File: config.mk
export PLATFORM = sky130hd
export DESIGN_NAME = pipe_register
export DESIGN_NICKNAME = d
export VERILOG_FILES = /design/src/rtl/pipe_register.sv
export SDC_FILE = /design/constraint.sdc
export NUM_CORES = 1
export LEC_CHECK = 0
export ABC_AREA = 1
export ABC_CLOCK_PERIOD_IN_PS = 2260
export BUFFER_PORTS_ARGS = -buffer_cell sky130_fd_sc_hd__clkbuf_2
export CORE_MARGIN = 2
export CORE_UTILIZATION = 56
export CTS_CLUSTER_DIAMETER = 120
export CTS_CLUSTER_SIZE = 28
export DETAILED_ROUTE_END_ITERATION = 10
export HOLD_SLACK_MARGIN = 0.06
export PLACE_DENSITY = 0.89
export SETUP_SLACK_MARGIN = 0.2
export SKIP_LAST_GASP = 1
export SYNTH_ARGS = -nofsm -noshare
export SYNTH_HDL_FRONTEND = slang
export SYNTH_SLANG_ARGS = --single-unit
File: constraint.sdc
create_clock -name clk -period 2.26 [get_ports clk]
set_input_delay 0.678 -clock clk [delete_from_list [all_inputs] [get_ports clk]]
set_output_delay 0.678 -clock clk [all_outputs]
set_load 0.05 [all_outputs]
File: src/rtl/pipe_register.sv
`default_nettype none
// ============================================================================
// pipe_register : DEPTH-stage valid/ready register chain with per-stage bubble
//                 collapsing, synchronous flush and an occupancy count.
// Revision      : 1.0
// ============================================================================
module pipe_register #(
  parameter int N     = 8,
  parameter int DEPTH = 3,
  parameter int CW    = $clog2(DEPTH + 1)
) (
  input  logic          clk,
  input  logic          reset,
  input  logic          flush,
  input  logic          in_valid,
  output logic          in_ready,
  input  logic [N-1:0]  in_data,
  output logic          out_valid,
  input  logic          out_ready,
  output logic [N-1:0]  out_data,
  output logic [CW-1:0] count
);

  logic [DEPTH-1:0] v_q;
  logic [DEPTH-1:0] v_d;
  logic [N-1:0]     d_q [DEPTH];
  logic [N-1:0]     d_d [DEPTH];
  logic [DEPTH-1:0] adv;

  // A stage is blocked only when it and every stage ahead of it are full
  // while the output stalls; computing it as a suffix-AND keeps the chain flat.
  always_comb begin : p_adv
    logic full_run;
    full_run = 1'b1;
    adv      = '0;
    for (int i = DEPTH - 1; i >= 0; i--) begin
      full_run = full_run & v_q[i];
      adv[i]   = ~full_run | out_ready;
    end
  end

  always_comb begin : p_next
    v_d = v_q;
    for (int i = 0; i < DEPTH; i++) begin
      d_d[i] = d_q[i];
    end
    if (flush) begin
      v_d = '0;
    end else begin
      if (adv[0]) begin
        v_d[0] = in_valid;
        if (in_valid) begin
          d_d[0] = in_data;
        end
      end
      for (int i = 1; i < DEPTH; i++) begin
        if (adv[i]) begin
          v_d[i] = v_q[i-1];
          if (v_q[i-1]) begin
            d_d[i] = d_q[i-1];
          end
        end
      end
    end
  end

  always_comb begin : p_out
    in_ready  = adv[0] & ~flush;
    out_valid = v_q[DEPTH-1];
    out_data  = d_q[DEPTH-1];
    count     = '0;
    for (int i = 0; i < DEPTH; i++) begin
      count = count + CW'(v_q[i]);
    end
  end

  always_ff @(posedge clk or posedge reset) begin : p_regs
    if (reset) begin
      v_q <= '0;
      for (int i = 0; i < DEPTH; i++) begin
        d_q[i] <= '0;
      end
    end else begin
      v_q <= v_d;
      for (int i = 0; i < DEPTH; i++) begin
        d_q[i] <= d_d[i];
      end
    end
  end

endmodule
`default_nettype wire

==> impl_metrics.csv, run 1 <==
group,metric,value,unit
floorplanning,std_cell_rows,16,
cells_and_area,drive_gt1_share,30.1,%
power_and_ir_drop,switching_share,36.5,%
power_and_ir_drop,total_leakage_power,0.759,nW
yosys,synth_fp_nets,143,
worst_setup_path,crit_path_end_kind,"output pin",
cells_and_area,final-seq-area,677,sq um
cells_and_area,multi_input_area,424,sq um
placed_design,gp_congestion,0.760,
detailed_routing,wl,1970,microns
clock_tree,cts_hold_buf,0,
grt,grt_pass1_vias,839,
grt,grt_pass1_wl,3540,microns
floorplanning,initial_utilization,60.0,%
floorplanning,core_area,0.00198,sq mm
power_and_ir_drop,p_switching,412,uW
clock_tree,cts_buffers,3,
clock_tree,clockRootBuffer,"clkbuf_4",
clock_tree,clkTransAtPathRegs,140,ps
sta,setup-tns-final,0,ps
sta,drv_slew,0,
detailed_routing,detail-route-antenna-nets,0,
cells_and_area,areaGrowthSynthToFinish,15.7,%
worst_setup_path,worstPathMaxFanout,2,
power_and_ir_drop,p_clk_share,18.4,%
sta,relSlewSlack,78.6,%
floorplanning,dieArea,0.00251,sq mm
cells_and_area,nNetsFinal,168,
detailed_routing,vias,888,
detailed_routing,viasPerCell,4.93,
detailed_routing,drtIter0Drc,18,
power_and_ir_drop,internal-power,716,uW
yosys,avgSynthCellArea,9.21,sq um
power_and_ir_drop,p_comb_share,27.6,%
clock_tree,clock_path_buffers,2,
yosys,syn_inst,129,
placed_design,port_buffers,24,
power_and_ir_drop,p_per_area,821,mW/mm^2
sta,rsz0062_at_grt,"true",
grt,gr-usage-all-layers,18.8,%
power_and_ir_drop,ir_drop,0.517,mV
sta,finalHoldViolCount,0,
sta,skew,8.01,ps
yosys,yosysSeqAreaShare,56.8,%
detailed_routing,post_drt_wl_per_cell,10.9,microns
placed_design,dp_hpwl,1460,microns
worst_setup_path,cp-start-kind,"flip-flop",
power_and_ir_drop,seqPwrFrac,54.0,%
outcome,status,"complete, no violations",
worst_setup_path,cp.required,1580,ps
worst_setup_path,crit_arrival,1490,ps
yosys,synth_cell_types,14,
worst_setup_path,crit_type,"flip-flop to output pin",
grt,antenna_found_initial,0,
worst_setup_path,rrSetupSlack,1000,ps
worst_hold_path,hold_class,"input port to async pin",
job,cap_violations,0,
sta,finalSetupViolCount,0,
floorplanning,die_h,50.1,microns
yosys,ys_warn_count,0,
grt,grt-ovfl-total,0,
sta,fin_crit,2170,ps
yosys,synth_area,0.00119,sq mm
yosys,ys_ff_latch,27,
clock_tree,cts_sinks,27,
detailed_routing,dr.pass1.iters,4,
sta,timing.fmax,461,MHz
grt,grt_max_degree,28,
clock_tree,clock_latency,320,ps
cells_and_area,antenna_cells,0,
cells_and_area,layout_commonest_cell,"nand2_1",
detailed_routing,drc,0,
clock_tree,cts_tree,"done",
floorplanning,chipWidth,50.1,microns
floorplanning,io-pin-count,25,
clock_tree,ctsHtreeMaxLevel,1,
sta,post-route-period-util,96.1,%
cells_and_area,mostFrequentLayoutCells,"nand2_1, dfrtp_1, nand3_1",
sta,tightest_slew,321,ps
cells_and_area,final_core_util,69.4,%
cells_and_area,nFillCells,177,
[kinds of logic (layout without fill, tap and decap cells)]
family                     Yosys count  after routing  synth area share, %
and+or+nand+nor                     82             82                 31.9
DFF                                 27             27                 56.8
buffers and inverters               16             40                 8.32
AOI/OAI and AO/OA                    3              3                 1.26
adders and majority gates            1              1                 1.68
[final timing paths]
kind	from	to	cells after the start
max	v_q[2]$_DFFE_PP0P_	count[0]	2
min	reset	d_q[9]$_DFFE_PP0P_	3
max in group asynchronous	reset	v_q[2]$_DFFE_PP0P_	3
max reg2reg	v_q[2]$_DFFE_PP0P_	d_q[21]$_DFFE_PP0P_	6
min in group clk	d_q[16]$_DFFE_PP0P_	d_q[16]$_DFFE_PP0P_	2
min reg2reg	d_q[16]$_DFFE_PP0P_	d_q[16]$_DFFE_PP0P_	2
[state kept, by name, indices dropped and copies added, names as in the netlist]
signal	flops
out_data	8
v_q	3
d_q	16
[critical path, cell delays in order, from the launching register on]
cell and delay, ps:
dfrtp_2 450, fa_2 580, buf_8 140
[layer usage]
| layer | GRT usage, % | up-vias | share of wire [%] |
|---|---|---|---|
| li1 | - | 453 | - |
| met5 | 0 | - | 0 |
| met2 | 31.1 | 30 | 51 |
| met4 | 10.6 | 0 | 2.3 |
| met1 | 22.5 | 399 | 41 |
| met3 | 3.94 | 6 | 5.5 |
[Yosys cell counts]
cell     number  area [sq um]
nand2_1      48           180
nor2_4        3          33.8
buf_6         1          11.3
nand3_1      24           120
fa_1          1          20.0
dfrtp_1      27           676
nand3_2       1          10.0
inv_1         6          22.5
nor2_1        1          3.75
nand4_1       1          6.26
nand2_2       4          25.0
buf_4         8          60.1
a21oi_1       3          15.0
buf_2         1          5.00
[metrics by stage]
| stage | setup WS (ps) | hold slack, ps | instances | total power, mW | instance area [sq um] |
|---|---|---|---|---|---|
| global route | 34.9 | 361 | 180 | 1.20 | 1380 |
| finish | 89.2 | 354 | 180 | 1.13 | 1380 |
| CTS | 80.2 | 353 | 180 | 1.14 | 1360 |
| global placement | 242 | 453 | 173 | 0.907 | 1300 |
| floorplan | 229 | 443 | 129 | 0.898 | 1200 |
| detailed placement | 226 | 461 | 173 | 0.923 | 1300 |
[repair_timing]
| action | in CTS | in global routing |
|---|---|---|
| gates resized for setup | 2 | 10 |
| pin swaps | 0 | 1 |
| endpoints found under the setup margin | 2 | 3 |
| setup buffers | 3 | 0 |
[power groups by stage]
stage | sequential [mW] | combinational (mW) | clock (mW)
floorplan | 0.610 | 0.287 | 0
global placement | 0.614 | 0.293 | 0
finish | 0.610 | 0.311 | 0.208
global route | 0.619 | 0.339 | 0.239
detailed placement | 0.622 | 0.301 | 0
CTS | 0.611 | 0.310 | 0.217
[cell type report]
type	instances	share of cell area, %
clock buffer	3	1.64
clock inverter	1	0.546
inverter	6	1.64
multi-input combinational	86	30.8
sequential	27	49.2
tap	27	2.46
timing repair buffer	30	13.6
Note: power is estimated with default switching activity, not from simulation.
==> inputs of run 2 (changes only) <==
--- a/config.mk
+++ b/config.mk
@@ -9,12 +9,13 @@
 export ABC_CLOCK_PERIOD_IN_PS = 2260
 export BUFFER_PORTS_ARGS = -buffer_cell sky130_fd_sc_hd__clkbuf_2
 export CORE_MARGIN = 2
-export CORE_UTILIZATION = 56
+export CORE_UTILIZATION = 59
+export CTS_BUF_LIST = sky130_fd_sc_hd__clkbuf_8
 export CTS_CLUSTER_DIAMETER = 120
 export CTS_CLUSTER_SIZE = 28
 export DETAILED_ROUTE_END_ITERATION = 10
 export HOLD_SLACK_MARGIN = 0.06
-export PLACE_DENSITY = 0.89
+export PLACE_DENSITY = 0.92
 export SETUP_SLACK_MARGIN = 0.2
 export SKIP_LAST_GASP = 1
 export SYNTH_ARGS = -nofsm -noshare
==> run 2 against run 1 <==
- wire length shrank 1.2%
- first-iteration DRC count shrank 39%
- critical endpoint unchanged
- final area grew 0.45%
- clock skew shrank 6.1 ps
- hold slack gained 65 ps
- largest power group unchanged
- global-route usage shrank 0.41 points
- via count shrank 2.3%
- sequential share of layout area shrank 0.22 points
- largest cell class unchanged
- critical path depth is the same
- highest routed layer unchanged
==> impl_metrics.csv, run 2 (synthesis results as in run 1) <==
group,metric,value,unit
outcome,status,"complete, no violations",
clock_tree,cts_sinks,27,
cells_and_area,areaGrowthSynthToFinish,16.2,%
detailed_routing,vias,868,
clock_tree,clock_path_buffers,2,
placed_design,gp_congestion,0.733,
sta,setup-tns-final,0,ps
power_and_ir_drop,internal-power,772,uW
worst_setup_path,cp.required,1580,ps
cells_and_area,layout_commonest_cell,"nand2_1",
grt,grt_pass1_vias,782,
power_and_ir_drop,total_power,1.19,mW
clock_tree,cts_buffers,3,
worst_setup_path,r2r.worst_path.cells,6,
worst_setup_path,crit_type,"flip-flop to output pin",
floorplanning,die_h,48.9,microns
worst_setup_path,rrSetupSlack,950,ps
sta,drv_slew,0,
clock_tree,clkTransAtPathRegs,90,ps
grt,grt_pass1_wl,3350,microns
job,cap_violations,0,
worst_setup_path,timing.rr.end,"d_q[15]$_DFFE_PP0P_",
cells_and_area,antenna_cells,0,
grt,grt-ovfl-total,0,
worst_setup_path,crit_arrival,1440,ps
floorplanning,chipWidth,48.9,microns
power_and_ir_drop,p_clk_share,23.0,%
clock_tree,cts_hold_buf,0,
sta,skew,1.89,ps
detailed_routing,viasPerCell,4.82,
sta,finalHoldViolCount,0,
power_and_ir_drop,p_per_area,862,mW/mm^2
worst_setup_path,cp-start-kind,"flip-flop",
detailed_routing,post_drt_wl_per_cell,10.8,microns
sta,rsz0062_at_grt,"true",
worst_setup_path,crit_buf_inv,1,
floorplanning,initial_utilization,61.8,%
sta,tightest_slew,323,ps
floorplanning,std_cell_rows,16,
cells_and_area,drive_gt1_share,29.4,%
power_and_ir_drop,ir_drop,0.557,mV
cells_and_area,regMostFlops,"d_q",
worst_setup_path,slowest_delay,600,ps
floorplanning,core_area,0.00192,sq mm
cells_and_area,largest_reg_flops,16,
grt,grt_max_degree,28,
detailed_routing,drc,0,
grt,gr-usage-all-layers,18.4,%
worst_hold_path,hold_class,"input port to async pin",
cells_and_area,nNetsFinal,168,
worst_setup_path,crit_path_end_kind,"output pin",
clock_tree,cts_tree,"done",
sta,fin_crit,2120,ps
sta,finalSetupViolCount,0,
clock_tree,clock_latency,270,ps
sta,post-route-period-util,93.9,%
detailed_routing,drtIter0Drc,11,
worst_setup_path,worstReg2RegStart,"v_q[2]$_DFFE_PP0P_",
power_and_ir_drop,total_leakage_power,0.765,nW
worst_setup_path,cp_cell_sequence,"fa_2, buf_8",
worst_setup_path,cp.depth,2,
floorplanning,dieArea,0.00239,sq mm
floorplanning,io-pin-count,25,
power_and_ir_drop,p_switching,419,uW
cells_and_area,final_core_util,71.9,%
sta,timing.fmax,471,MHz
power_and_ir_drop,seqPwrFrac,51.0,%
detailed_routing,wl,1940,microns
worst_setup_path,critPathLaunch,"v_q[0]$_DFFE_PP0P_",
power_and_ir_drop,switching_share,35.2,%
clock_tree,clockRootBuffer,"clkbuf_8",
placed_design,port_buffers,24,
power_and_ir_drop,p_comb_share,26.0,%
detailed_routing,detail-route-antenna-nets,0,
worst_setup_path,worstPathMaxFanout,2,
sta,relSlewSlack,78.4,%
clock_tree,ctsHtreeMaxLevel,1,
grt,antenna_found_initial,0,
detailed_routing,dr.pass1.iters,4,
worst_setup_path,cp-endpoint,"count[0]",
placed_design,dp_hpwl,1340,microns
worst_setup_path,path_delay_family,"adder cells",
worst_setup_path,cpMaxStageDelayCell,"fa_2",
cells_and_area,mostFrequentLayoutCells,"nand2_1, dfrtp_1, nand3_1",
run 2: how the worst min path moves through the flow:
| stage | to | slack, ps | start | depth (start not counted) |
|---|---|---|---|---|
| final | out_data[5]$_DFFE_PP0P_ | 420 | reset | 3 |
| after global routing | out_data[3]$_DFFE_PP0P_ | 440 | reset | 3 |
| after CTS | out_data[3]$_DFFE_PP0P_ | 430 | reset | 3 |
| after detailed placement | out_data[7]$_DFFE_PP0P_ | 460 | out_data[7]$_DFFE_PP0P_ | 2 |
| after global placement | out_data[4]$_DFFE_PP0P_ | 450 | out_data[4]$_DFFE_PP0P_ | 2 |
| after floorplan | d_q[10]$_DFFE_PP0P_ | 440 | d_q[10]$_DFFE_PP0P_ | 2 |
run 2: layout make-up:
cell class / count / area (sq um)
Clock buffer: 3 / 41.3
Clock inverter: 1 / 7.51
Fill cell: 172 / 541
Inverter: 6 / 22.5
Multi-Input combinational cell: 86 / 424
Sequential cell: 27 / 677
Tap cell: 27 / 33.8
Timing Repair Buffer: 30 / 175
run 2: timing repair:
| action | 4_1_cts | 5_1_grt |
|---|---|---|
| setup endpoints to repair | 1 | 2 |
| buffers inserted | 2 | 1 |
| pin swaps | 1 | 1 |
| gates resized for setup | 2 | 2 |
| gates cloned | 0 | 0 |
run 2: worst reg2reg max path, stage by stage, from the launching register on:
cell     delay, ps
dfrtp_2        420
buf_4          140
buf_4          140
nand3_2        170
nand2_2        150
nand2_1        120
nand2_1         60
run 2: metrics by stage:
| stage | area (sq um) | setup slack (ps) | hold WS [ps] | cells |
|---|---|---|---|---|
| global placement | 1300 | 244 | 454 | 173 |
| global route | 1380 | 115 | 443 | 180 |
| CTS | 1370 | 143 | 430 | 179 |
| detailed placement | 1300 | 217 | 458 | 173 |
| finish | 1380 | 138 | 419 | 180 |
| floorplan | 1200 | 229 | 443 | 129 |
run 2: power groups by stage:
stage                     Combinational (mW)  Clock [mW]  Sequential (mW)
after floorplan                        0.287           0            0.610
after global placement                 0.293           0            0.614
after detailed placement               0.299           0            0.618
after CTS                              0.309       0.274            0.608
after global routing                   0.334       0.302            0.617
final                                  0.309       0.274            0.608
run 2: routing by layer:
metal / track usage (%) / share of wire [%] / up-vias / routed length, microns
li1: - / - / 453 / -
met1: 22.2 / 42 / 388 / 815
met5: 0 / 0 / - / 0
met3: 4.60 / 5.0 / 2 / 98
met4: 5.71 / 0.88 / 0 / 17
met2: 32.4 / 52 / 25 / 1010
==> inputs of run 3 (changes only) <==
--- a/config.mk
+++ b/config.mk
@@ -8,14 +8,17 @@
 export ABC_AREA = 1
 export ABC_CLOCK_PERIOD_IN_PS = 2260
 export BUFFER_PORTS_ARGS = -buffer_cell sky130_fd_sc_hd__clkbuf_2
+export CELL_PAD_IN_SITES_DETAIL_PLACEMENT = 0
+export CELL_PAD_IN_SITES_GLOBAL_PLACEMENT = 1
+export CORE_ASPECT_RATIO = 0.6
 export CORE_MARGIN = 2
-export CORE_UTILIZATION = 59
+export CORE_UTILIZATION = 45
 export CTS_BUF_LIST = sky130_fd_sc_hd__clkbuf_8
 export CTS_CLUSTER_DIAMETER = 120
 export CTS_CLUSTER_SIZE = 28
 export DETAILED_ROUTE_END_ITERATION = 10
 export HOLD_SLACK_MARGIN = 0.06
-export PLACE_DENSITY = 0.92
+export PLACE_DENSITY = 0.93
 export SETUP_SLACK_MARGIN = 0.2
 export SKIP_LAST_GASP = 1
 export SYNTH_ARGS = -nofsm -noshare
==> run 3 against run 2 <==
- global-route usage is 3.6 points lower
- final cell count grew 1.7%
- utilization fell by 17 points
- hold slack better by 19 ps
- sequential share of layout area increased by 0.36 points
- die area rose by 29%
- wire length is 2.8% higher
- via count down 1.7%
- highest routed layer is now met3
==> impl_metrics.csv, run 3 (synthesis results as in run 1) <==
group,metric,value,unit
sta,rsz0062_at_grt,"true",
power_and_ir_drop,total_leakage_power,0.757,nW
cells_and_area,mostFrequentLayoutCells,"nand2_1, dfrtp_1, nand3_1",
worst_hold_path,hold_class,"input port to async pin",
clock_tree,cts_buffers,3,
placed_design,port_buffers,24,
sta,finalSetupViolCount,0,
placed_design,dp_hpwl,1560,microns
cells_and_area,regMostFlops,"d_q",
detailed_routing,drtIter0Drc,55,
worst_setup_path,path_delay_family,"adder cells",
cells_and_area,layout_commonest_cell,"nand2_1",
cells_and_area,nFillCells,241,
cells_and_area,final_cells,183,
sta,timing.fmax,472,MHz
sta,finalHoldViolCount,0,
placed_design,dp_cells,178,
detailed_routing,wl,2000,microns
placed_design,place_ws,201,ps
placed_design,gp_congestion,0.720,
grt,grt_max_degree,28,
sta,hold_ws,438,ps
cells_and_area,drive_gt1_share,29.1,%
worst_setup_path,worstReg2RegStart,"v_q[2]$_DFFE_PP0P_",
floorplanning,io-pin-count,25,
cells_and_area,final-seq-area,677,sq um
clock_tree,clkTransAtPathRegs,80,ps
detailed_routing,post_drt_wl_per_cell,10.9,microns
worst_setup_path,crit_arrival,1440,ps
worst_setup_path,cp-start-kind,"flip-flop",
clock_tree,clock_path_buffers,2,
detailed_routing,vias,853,
sta,skew,0.378,ps
detailed_routing,dr.pass1.iters,4,
detailed_routing,drc,0,
grt,grt-ovfl-total,0,
worst_setup_path,crit_path_end_kind,"output pin",
sta,setup-tns-final,0,ps
worst_setup_path,cpMaxStageDelayCell,"fa_2",
sta,fin_crit,2120,ps
worst_setup_path,crit_buf_inv,1,
floorplanning,initial_utilization,47.5,%
floorplanning,die_h,43.8,microns
cells_and_area,areaGrowthSynthToFinish,15.4,%
sta,relSlewSlack,78.0,%
grt,grt_pass1_wl,3510,microns
sta,post-route-period-util,93.8,%
clock_tree,ctsHtreeMaxLevel,1,
cells_and_area,nNetsFinal,166,
clock_tree,cts_hold_buf,0,
worst_setup_path,cp_cell_sequence,"fa_2, buf_8",
sta,fin_ws,141,ps
power_and_ir_drop,total_power,1.17,mW
clock_tree,cts_sinks,27,
job,cap_violations,0,
detailed_routing,detail-route-antenna-nets,0,
cells_and_area,largest_reg_flops,16,
worst_setup_path,cp.required,1580,ps
sta,tightest_slew,330,ps
worst_setup_path,crit_type,"flip-flop to output pin",
grt,gr-usage-all-layers,14.8,%
floorplanning,chipWidth,70.4,microns
clock_tree,clock_latency,260,ps
cells_and_area,multi_input_area,424,sq um
cells_and_area,antenna_cells,0,
worst_setup_path,worstPathMaxFanout,2,
worst_setup_path,rrSetupSlack,1020,ps
outcome,status,"complete, no violations",
grt,antenna_found_initial,0,
power_and_ir_drop,p_per_area,854,mW/mm^2
grt,grt_pass1_vias,770,
detailed_routing,viasPerCell,4.66,
clock_tree,cts_tree,"done",
clock_tree,clockRootBuffer,"clkbuf_8",
worst_setup_path,r2r.worst_path.cells,6,
floorplanning,std_cell_rows,14,
power_and_ir_drop,ir_drop,0.322,mV
worst_setup_path,slowest_delay,600,ps
sta,drv_slew,0,
worst_setup_path,timing.rr.end,"d_q[22]$_DFFE_PP0P_",
floorplanning,dieArea,0.00308,sq mm
floorplanning,core_area,0.00250,sq mm
## run 3: area by class of cell
class | instances | area share (%)
flip-flops and latches | 27 | 49.4
multi-input cells | 86 | 30.9
repair buffers | 28 | 11.9
clock buffers | 3 | 3.01
well taps | 32 | 2.92
inverters | 6 | 1.64
clock inverters | 1 | 0.274
## run 3: repair_timing
| action | in CTS | in global routing |
|---|---|---|
| resized for setup | 3 | 4 |
| setup endpoints to repair | 2 | 2 |
| buffers inserted | 1 | 0 |
| pin swaps | 1 | 1 |
| gates cloned | 0 | 0 |
## run 3: worst max-delay path by stage
stage / from / endpoint / slack (ps) / depth (start not counted)
2_1_floorplan: out_ready / in_ready / 230 / 5
3_3_place_gp: out_ready / in_ready / 230 / 6
3_5_place_dp: out_ready / in_ready / 200 / 6
4_1_cts: v_q[2]$_DFFE_PP0P_ / count[0] / 120 / 2
5_1_grt: v_q[2]$_DFFE_PP0P_ / count[0] / 110 / 2
6_report: v_q[2]$_DFFE_PP0P_ / count[0] / 140 / 2
## run 3: worst register-to-register path: cells and delay by family (launching register included)
kind | cells | cell delay [ps]
AND/OR/NAND/NOR | 4 | 360
buffers and inverters | 2 | 350
flip-flops | 1 | 430
## run 3: per-layer routing
layer	GRT usage [%]	part of all wire [%]	vias to the layer above
met5	0	0	-
met4	2.31	0	0
met3	5.81	7.3	0
met2	21.7	42	26
met1	21.3	51	380
li1	-	-	447
## run 3: per-stage QoR
step | util [%] | cell area (sq um)
6_report | 54.7 | 1370
5_1_grt | 54.7 | 1370
4_1_cts | 54.7 | 1370
3_5_place_dp | 52.1 | 1310
3_3_place_gp | 52.1 | 1310
2_1_floorplan | - | 1200
## run 3: where the power goes
part | total [mW] | switching, mW | internal (mW) | leakage, nW
Clock | 0.257 | 0.136 | 0.121 | 0.0269
Combinational | 0.305 | 0.224 | 0.0812 | 0.384
Sequential | 0.609 | 0.0447 | 0.565 | 0.346
Total | 1.17 | 0.405 | 0.767 | 0.757
